[src/rtl/pio_regs_mc.sv]
// Multi-bank GPIO register block: per-bank DIR/OUT/IN/IRQ registers behind a
// two-state bus access FSM, with synchronised inputs and edge-triggered interrupts.
module pio_regs_mc #(
  parameter int ADDR_WIDTH  = 8,
  parameter int DATA_WIDTH  = 32,
  parameter int NUM_BANKS   = 4,
  parameter int SYNC_STAGES = 2
) (
  input  logic                            clk,
  input  logic                            reset,
  input  logic                            sel,
  input  logic                            RW,
  input  logic [ADDR_WIDTH-1:0]           addr,
  input  logic [DATA_WIDTH-1:0]           wdata,
  output logic [DATA_WIDTH-1:0]           rdata,
  output logic                            busy,
  input  logic [NUM_BANKS*DATA_WIDTH-1:0] pio_in,
  output logic [NUM_BANKS*DATA_WIDTH-1:0] pio_out,
  output logic [NUM_BANKS*DATA_WIDTH-1:0] pio_oe,
  output logic                            irq
);

  typedef enum logic {IDLE, ACCESS} state_t;

  state_t                  state_q, state_d;
  logic [ADDR_WIDTH-1:0]   addr_q, addr_d;
  logic                    rw_q, rw_d;
  logic [DATA_WIDTH-1:0]   wdata_q, wdata_d;
  logic [DATA_WIDTH-1:0]   rdata_q, rdata_d;
  logic                    irq_q, irq_d;

  logic [DATA_WIDTH-1:0]   dir_q  [NUM_BANKS];
  logic [DATA_WIDTH-1:0]   dir_d  [NUM_BANKS];
  logic [DATA_WIDTH-1:0]   out_q  [NUM_BANKS];
  logic [DATA_WIDTH-1:0]   out_d  [NUM_BANKS];
  logic [DATA_WIDTH-1:0]   en_q   [NUM_BANKS];
  logic [DATA_WIDTH-1:0]   en_d   [NUM_BANKS];
  logic [DATA_WIDTH-1:0]   stat_q [NUM_BANKS];
  logic [DATA_WIDTH-1:0]   stat_d [NUM_BANKS];
  logic [DATA_WIDTH-1:0]   pol_q  [NUM_BANKS];
  logic [DATA_WIDTH-1:0]   pol_d  [NUM_BANKS];
  logic [DATA_WIDTH-1:0]   sync_q [NUM_BANKS][SYNC_STAGES];
  logic [DATA_WIDTH-1:0]   sync_d [NUM_BANKS][SYNC_STAGES];
  logic [DATA_WIDTH-1:0]   hist_q [NUM_BANKS];
  logic [DATA_WIDTH-1:0]   hist_d [NUM_BANKS];
  logic [DATA_WIDTH-1:0]   evt    [NUM_BANKS];

  logic [31:0]             bank_ext;
  logic [2:0]              reg_sel;
  logic                    do_wr;
  logic                    do_rd;

  assign bank_ext = 32'(addr_q[ADDR_WIDTH-1:3]);
  assign reg_sel  = addr_q[2:0];
  assign do_wr    = (state_q == ACCESS) && rw_q;
  assign do_rd    = (state_q == ACCESS) && !rw_q;

  assign busy  = (state_q == ACCESS);
  assign rdata = rdata_q;
  assign irq   = irq_q;

  for (genvar g = 0; g < NUM_BANKS; g++) begin : g_bank
    assign evt[g] = (pol_q[g] & ~sync_q[g][SYNC_STAGES-1] & hist_q[g])
                  | (~pol_q[g] & sync_q[g][SYNC_STAGES-1] & ~hist_q[g]);
    assign pio_out[g*DATA_WIDTH +: DATA_WIDTH] = out_q[g];
    assign pio_oe[g*DATA_WIDTH +: DATA_WIDTH]  = dir_q[g];
  end

  always_comb begin
    state_d = state_q;
    addr_d  = addr_q;
    rw_d    = rw_q;
    wdata_d = wdata_q;
    rdata_d = rdata_q;
    irq_d   = 1'b0;
    dir_d   = dir_q;
    out_d   = out_q;
    en_d    = en_q;
    stat_d  = stat_q;
    pol_d   = pol_q;
    sync_d  = sync_q;
    hist_d  = hist_q;

    case (state_q)
      IDLE: begin
        if (sel) begin
          addr_d  = addr;
          rw_d    = RW;
          wdata_d = wdata;
          state_d = ACCESS;
        end
      end
      ACCESS:  state_d = IDLE;
      default: state_d = IDLE;
    endcase

    // Out-of-range banks match no loop iteration, so reads fall back to zero.
    if (do_rd) rdata_d = '0;

    for (int b = 0; b < NUM_BANKS; b++) begin
      sync_d[b][0] = pio_in[b*DATA_WIDTH +: DATA_WIDTH];
      for (int s = 1; s < SYNC_STAGES; s++) sync_d[b][s] = sync_q[b][s-1];
      hist_d[b] = sync_q[b][SYNC_STAGES-1];
      stat_d[b] = stat_q[b] | evt[b];
      irq_d     = irq_d | (|(stat_q[b] & en_q[b]));

      if (do_wr && (bank_ext == 32'(b))) begin
        case (reg_sel)
          3'd0:    dir_d[b]  = wdata_q;
          3'd1:    out_d[b]  = wdata_q;
          3'd3:    en_d[b]   = wdata_q;
          3'd4:    stat_d[b] = (stat_q[b] & ~wdata_q) | evt[b];
          3'd5:    out_d[b]  = out_q[b] | wdata_q;
          3'd6:    out_d[b]  = out_q[b] & ~wdata_q;
          3'd7:    pol_d[b]  = wdata_q;
          default: ;
        endcase
      end

      if (do_rd && (bank_ext == 32'(b))) begin
        case (reg_sel)
          3'd0:    rdata_d = dir_q[b];
          3'd1:    rdata_d = out_q[b];
          3'd2:    rdata_d = sync_q[b][SYNC_STAGES-1];
          3'd3:    rdata_d = en_q[b];
          3'd4:    rdata_d = stat_q[b];
          3'd7:    rdata_d = pol_q[b];
          default: rdata_d = '0;
        endcase
      end
    end
  end

  always_ff @(posedge clk) begin
    if (reset) begin
      state_q <= IDLE;
      addr_q  <= '0;
      rw_q    <= 1'b0;
      wdata_q <= '0;
      rdata_q <= '0;
      irq_q   <= 1'b0;
      for (int b = 0; b < NUM_BANKS; b++) begin
        dir_q[b]  <= '0;
        out_q[b]  <= '0;
        en_q[b]   <= '0;
        stat_q[b] <= '0;
        pol_q[b]  <= '0;
        hist_q[b] <= '0;
        for (int s = 0; s < SYNC_STAGES; s++) sync_q[b][s] <= '0;
      end
    end else begin
      state_q <= state_d;
      addr_q  <= addr_d;
      rw_q    <= rw_d;
      wdata_q <= wdata_d;
      rdata_q <= rdata_d;
      irq_q   <= irq_d;
      dir_q   <= dir_d;
      out_q   <= out_d;
      en_q    <= en_d;
      stat_q  <= stat_d;
      pol_q   <= pol_d;
      sync_q  <= sync_d;
      hist_q  <= hist_d;
    end
  end

endmodule

[config.mk]
export PLATFORM = sky130hd
export DESIGN_NAME = pio_regs_mc
export DESIGN_NICKNAME = d
export VERILOG_FILES = /design/src/rtl/pio_regs_mc.sv
export SDC_FILE = /design/constraint.sdc
export NUM_CORES = 2
export LEC_CHECK = 0
export ABC_CLOCK_PERIOD_IN_PS = 6280
export BUFFER_PORTS_ARGS = -buffer_cell sky130_fd_sc_hd__buf_2
export CAP_MARGIN = 20
export CELL_PAD_IN_SITES_DETAIL_PLACEMENT = 1
export CELL_PAD_IN_SITES_GLOBAL_PLACEMENT = 1
export CORE_MARGIN = 2
export CORE_UTILIZATION = 48
export DETAILED_ROUTE_END_ITERATION = 10
export HOLD_SLACK_MARGIN = 0.15
export PLACE_DENSITY = 0.85
export SETUP_SLACK_MARGIN = 0.3
export SLEW_MARGIN = 0
export SYNTH_ARGS = -nofsm -noshare
export SYNTH_HDL_FRONTEND = slang
export SYNTH_SLANG_ARGS = --single-unit
export TNS_END_PERCENT = 50
[constraint.sdc]
create_clock -name clk -period 6.28 [get_ports clk]
set_input_delay 1.256 -clock clk [delete_from_list [all_inputs] [get_ports clk]]
set_output_delay 1.256 -clock clk [all_outputs]
set_load 0.005 [all_outputs]
# ---- After elaboration in Yosys (flattened, before gate mapping)
# Index checks and enable logic that the tools add are counted.
dict set report totals {
  out_inout_bits 290
  register_bits 1099
  elab_cells 168
  inputBits 172
}
dict set report op_classes {
  eq_ne 10
  n_bitwise 61
  reduce_logical 36
  muxes 23
}
# cell n
set ops {}
lappend ops {{$and 32x32->32} 28}
lappend ops {{$pmux 32 s6} 4}
lappend ops {{$or 32x32->32} 16}
lappend ops {{$mux 32} 13}
lappend ops {{$not 32->32} 13}
lappend ops {{$pmux 32 s3} 4}
lappend ops {{$reduce_or 32->1} 4}
lappend ops {{$reduce_and 2->1} 17}
lappend ops {{$logic_not 32->1} 1}
lappend ops {{$eq 3x3->1 const B} 4}
lappend ops {{$eq 5x2->1 const B} 2}
lappend ops {{$logic_and 1x1->1} 10}
lappend ops {{$eq 3x2->1 const B} 2}
lappend ops {{$eq 5x1->1 const B} 1}
lappend ops {{$reduce_bool 5->1} 1}
lappend ops {{$eq 3x1->1 const B} 1}
lappend ops {{$logic_not 3->1} 1}
lappend ops {{$or 1x1->1} 3}
lappend ops {{$reduce_bool 3->1} 1}
lappend ops {{$pmux 1 s2} 1}
lappend ops {{$logic_not 1->1} 1}
lappend ops {{$mux 1} 1}
lappend ops {{$not 1->1} 1}

# ---- Logic depth before layout (Yosys ltp)
dict set report logic_depth {
  ltp_word 7
  depth_mapped 9
  depth_no_buf 5
}

# ---- Worst setup path before layout
# OpenSTA, ideal clock, no wires.
dict set report synth_path {
  path_kind {input-to-reg}
  startpoint {input reset}
  endpoint {register addr_q[0]}
  path_buffers 4
  arrival_time_ns 2.375
  setup_ns 0.132
  slack_ns 3.773
  required_ns 6.148
  cell_stages 5
  path_cell_list {clkbuf_1 clkbuf_1 clkbuf_1 clkbuf_1 a21oi_1}
}
# element line
set synth_lines {}
lappend synth_lines {{start: declaration} 10} ;# input logic reset,
lappend synth_lines {{end signal: assignment} 153} ;# addr_q <= addr_d;
lappend synth_lines {{end: declaration} 26} ;# logic [ADDR_WIDTH-1:0] addr_q, addr_d;
# No word-level cell between the ends.

# ---- Worst setup path after layout
dict set report layout_path {
  startpoint {register addr_q[1]}
  endpoint {register rdata_q[19], in the netlist rdata[19]}
}
dict set report layout_via {
  elab_chain_cells 6
  word_cells_on_any_way 14
  cone_classes {eq/ne: 5; mux: 8; reduce/logical: 1}
}
# element line
set layout_lines {}
lappend layout_lines {{$eq 3x3->1, or another cell as far along} 121} ;# case (reg_sel)
lappend layout_lines {{$pmux 32 s6} 121}
lappend layout_lines {{$mux 32 (3 in series)} 120} ;# if (do_rd && (bank_ext == 32'(b))) begin
lappend layout_lines {{$mux 32 *} 120}
lappend layout_lines {{end signal: assignment} 156} ;# rdata_q <= rdata_d;
lappend layout_lines {{end: declaration} 29} ;# logic [DATA_WIDTH-1:0] rdata_q, rdata_d;
# Mark *: on every way between the ends. The rest lies on a longest branch, timed or not.
# A chain may end at the register's enable or synchronous reset.

==> flow_metrics.py <==
metrics = {
    "drt": {
        "drc_errors": 0,
        "dr.pass1.iters": 8,
        "dr.first_iter.drc_count": 6583,
        "vias": 45300,
        "final_antenna_net_count": 0,
        "routed_via_density": 6.82,
        "wl_per_cell_um": 33.6,
        "routed_wl_um": 223000,
    },
    "clock_tree": {
        "cts_buffer_depth": 3,
        "postCtsSetupBuffers": 0,
        "clock_latency_ns": 0.72,
        "cts.repair.resized": 0,
        "cts_tree": "built",
        "clock_sinks": 1099,
        "cts_hold_buf": 0,
        "cts_max_level": 3,
        "clkTransAtPathRegs_ns": 0.06,
        "cts-root-buf": "clkbuf_16",
        "cts_made_buffers": 114,
    },
    "global_routing": {
        "use_met1_pct": 51.3,
        "gr-total-overflow": 0,
        "top_usage_layer": "met2",
        "met3_usage_pct": 14.8,
        "grt_max_degree": 217,
        "grt_pass1_wl_um": 314000,
        "grt.met2_usage_pct": 69.2,
        "grt_pass1_vias": 44400,
        "grt_util_all_layers_pct": 45.5,
        "antenna_found_initial": 34,
    },
    "die": {
        "die_h_um": 309,
        "dieArea_um2": 95700,
        "rows": 111,
        "die_w_um": 309,
        "top_level_ports": 462,
        "start_util_pct": 48.6,
        "core_area_um2": 92100,
    },
    "timing": {
        "setup_tns_ns": 0,
        "finalCriticalPeriod_ns": 3.68,
        "layout_setup_ws_ns": 2.60,
        "finClkSkew_ns": 0.0311,
        "setup-violations-final": 0,
        "worstMarginPinSlew_ns": 1.38,
        "drv_slew": 0,
        "relSlewSlack_pct": 7.66,
        "max_freq_mhz": 272,
        "grt_setup_unrepaired": "no",
        "holdWs_ns": 0.428,
        "period_share_pct": 58.6,
        "hold_viol_final": 0,
    },
    "placement": {
        "gp_congestion": 1.04,
        "pre_cts_slack_ns": 2.77,
        "dp.final_hpwl_um": 152000,
        "port_buffers": 461,
    },
    "cells_and_area": {
        "drive_above_1_share_pct": 20.3,
        "final_nets": 5448,
        "area_growth_pct": 15.8,
    },
    "synthesis": {
        "yosysSeqAreaShare_pct": 49.2,
        "syn_inst": 5045,
        "synth.top_cell.area_share_pct": 49.2,
        "synth_cell_types": 69,
        "async_flop_share_pct": 0,
        "syn_area_per_cell_um2": 8.87,
        "yosysTopAreaCell": "dfxtp_1",
        "synth_edf_count": 0,
        "syn_nets": 5217,
        "synth_flop_cell": "dfxtp_1",
        "syn_area_um2": 44700,
        "synth-seq-cells": 1099,
        "yosys_warnings": 0,
        "synth_area_leaders": "dfxtp_1 (49%), nand2_1 (8.1%), a21oi_1 (7.0%)",
    },
    "power_and_ir_drop": {
        "switching_share_pct": 25.2,
        "p_per_area_nw_per_um2": 299,
        "vdd.ir_drop.worst_v": 0.000244,
        "combPwrFrac_pct": 6.6,
        "p_switching_uw": 3920,
        "power_frac_seq_pct": 47.3,
        "intPower_uw": 11600,
        "p_leak_uw": 0.0184,
        "power.share.clock_pct": 46.1,
    },
    "worst_setup_path": {
        "crit_fanout": 29,
        "cp_top_family": "simple AND/OR/NAND/NOR gates",
        "critPathArrivalTime_ns": 4.32,
        "slowest_delay_ns": 1.01,
        "required_ns": 6.92,
        "path_class": "reg -> reg",
        "crit_slowest_cell": "nor3_1",
        "crit_buf_inv": 1,
        "end_kind": "register",
        "cp_common_cell": "nor3_1",
        "cp_cell_sequence": "buf_4 > nor2b_4 > a221oi_1 > nor3_1 > nor3_1 > o21ai_1",
        "cp-start-kind": "register",
    },
    "flow_run": {
        "drv_cap": 0,
    },
    "status": {
        "status": "completed",
    },
    "hold_path": {
        "min_path_type": "reg -> reg",
    },
}
==> sequential cells by signal, summed over array words and instances (netlist names), 32 cells and up <==
| register | flops |
|---|---|
| en_q | 128 |
| hist_d | 128 |
| hist_q | 128 |
| pio_oe | 128 |
| pio_out | 128 |
| pol_q | 128 |
| stat_q | 128 |
| sync_d | 128 |
| rdata | 32 |
| wdata_q | 32 |
==> cells by family after synthesis <==
family          Yosys count  share of synthesized area, %
xor+xnor                  1                        0.0196
mux                     163                          4.87
simple gates           1836                          20.7
flops                  1099                          49.2
compound gates         1492                          21.0
buf+inv                 454                          4.18
==> stage by stage <==
stage               instance area [µm²]  cells  util (%)  power, µW
finish                            51800   6636      56.3      15500
global route                      51800   6621      56.2      15800
CTS                               51700   6610      56.2      15400
detailed placement                47800   6398      51.9       8430
global placement                  47700   6395      51.8       8400
floorplan                         44700   5045         -       7950
==> metal layers <==
layer	routed length, µm	vias up
met2	96800	3538
met5	175	-
met3	26900	1206
met4	23800	14
li1	-	18400
met1	75400	22100
==> layout make-up <==
cell class | instances | area [µm²]
timing repair buffer | 566 | 3260
tap | 1243 | 1560
fill | 10700 | 40200
clock buffer | 174 | 3430
multi-input combinational | 3492 | 21000
sequential | 1099 | 22000
antenna | 21 | 52.6
inverter | 3 | 11.3
clock inverter | 38 | 468
==> synth_stat cells (all sizes together), types with 34 or more instances <==
library cell	count
a31oi	136
nor2b	393
nor2	128
a21oi	628
a221oi	133
buf	126
o22ai	35
o21ai	192
a22oi	95
nand3b	128
nand2	960
mux2	96
or3b	127
clkbuf	325
a211oi	140
dfxtp	1099
mux4	34
==> power by group through the flow <==
stage                     logic (µW)  clock network, µW  registers (µW)
final                           1030               7150            7340
after global routing            1050               7420            7330
after CTS                        971               7120            7320
after detailed placement         961                  0            7470
after global placement           944                  0            7460
after floorplan                  605                  0            7350
==> placed cells by master, fill, tap and decap left out, types with 10 or more instances in the layout <==
master | netlist | layout
buf_2 | 92 | 460
nor2_4 | 0 | 11
or3b_2 | 127 | 127
clkbuf_16 | 0 | 114
mux2i_1 | 33 | 33
diode_2 | 0 | 21
o211ai_1 | 20 | 20
nand3_1 | 10 | 10
a31oi_1 | 136 | 136
nand4_1 | 11 | 11
o221ai_1 | 14 | 14
a22oi_1 | 95 | 95
a221oi_1 | 133 | 133
clkinv_2 | 0 | 22
nor3_1 | 31 | 29
buf_4 | 2 | 93
o22ai_1 | 35 | 35
nand2_1 | 960 | 954
a211oi_1 | 112 | 112
dfxtp_1 | 1099 | 1096
nand3b_1 | 128 | 128
clkbuf_1 | 325 | 25
a22o_1 | 29 | 29
nor2b_1 | 393 | 389
a221o_1 | 10 | 10
mux2_2 | 96 | 96
mux4_2 | 34 | 34
o21ai_0 | 183 | 183
nor2_1 | 118 | 106
a21oi_1 | 627 | 627
bufinv_16 | 0 | 10
clkbuf_8 | 0 | 35
a211oi_2 | 28 | 28
==> path summary, 6_finish.rpt <==
kind	startpoint	end	slack, ns	cells after the start
setup reg to reg	addr_q[1]	rdata[19]	2.60	6
hold / removal	sync_d[18]	hist_d[18]	0.43	1
hold reg to reg	sync_d[18]	hist_d[18]	0.43	1
setup / recovery	addr_q[1]	rdata[19]	2.60	6
==> worst reg2reg max path: stages (launching register included) <==
cell and delay [ns]:
dfxtp_4 0.63, buf_4 0.52, nor2b_4 0.78, a221oi_1 0.25
nor3_1 1.01, nor3_1 0.22, o21ai_1 0.18
No activity file was read; power rests on OpenSTA's default activity.
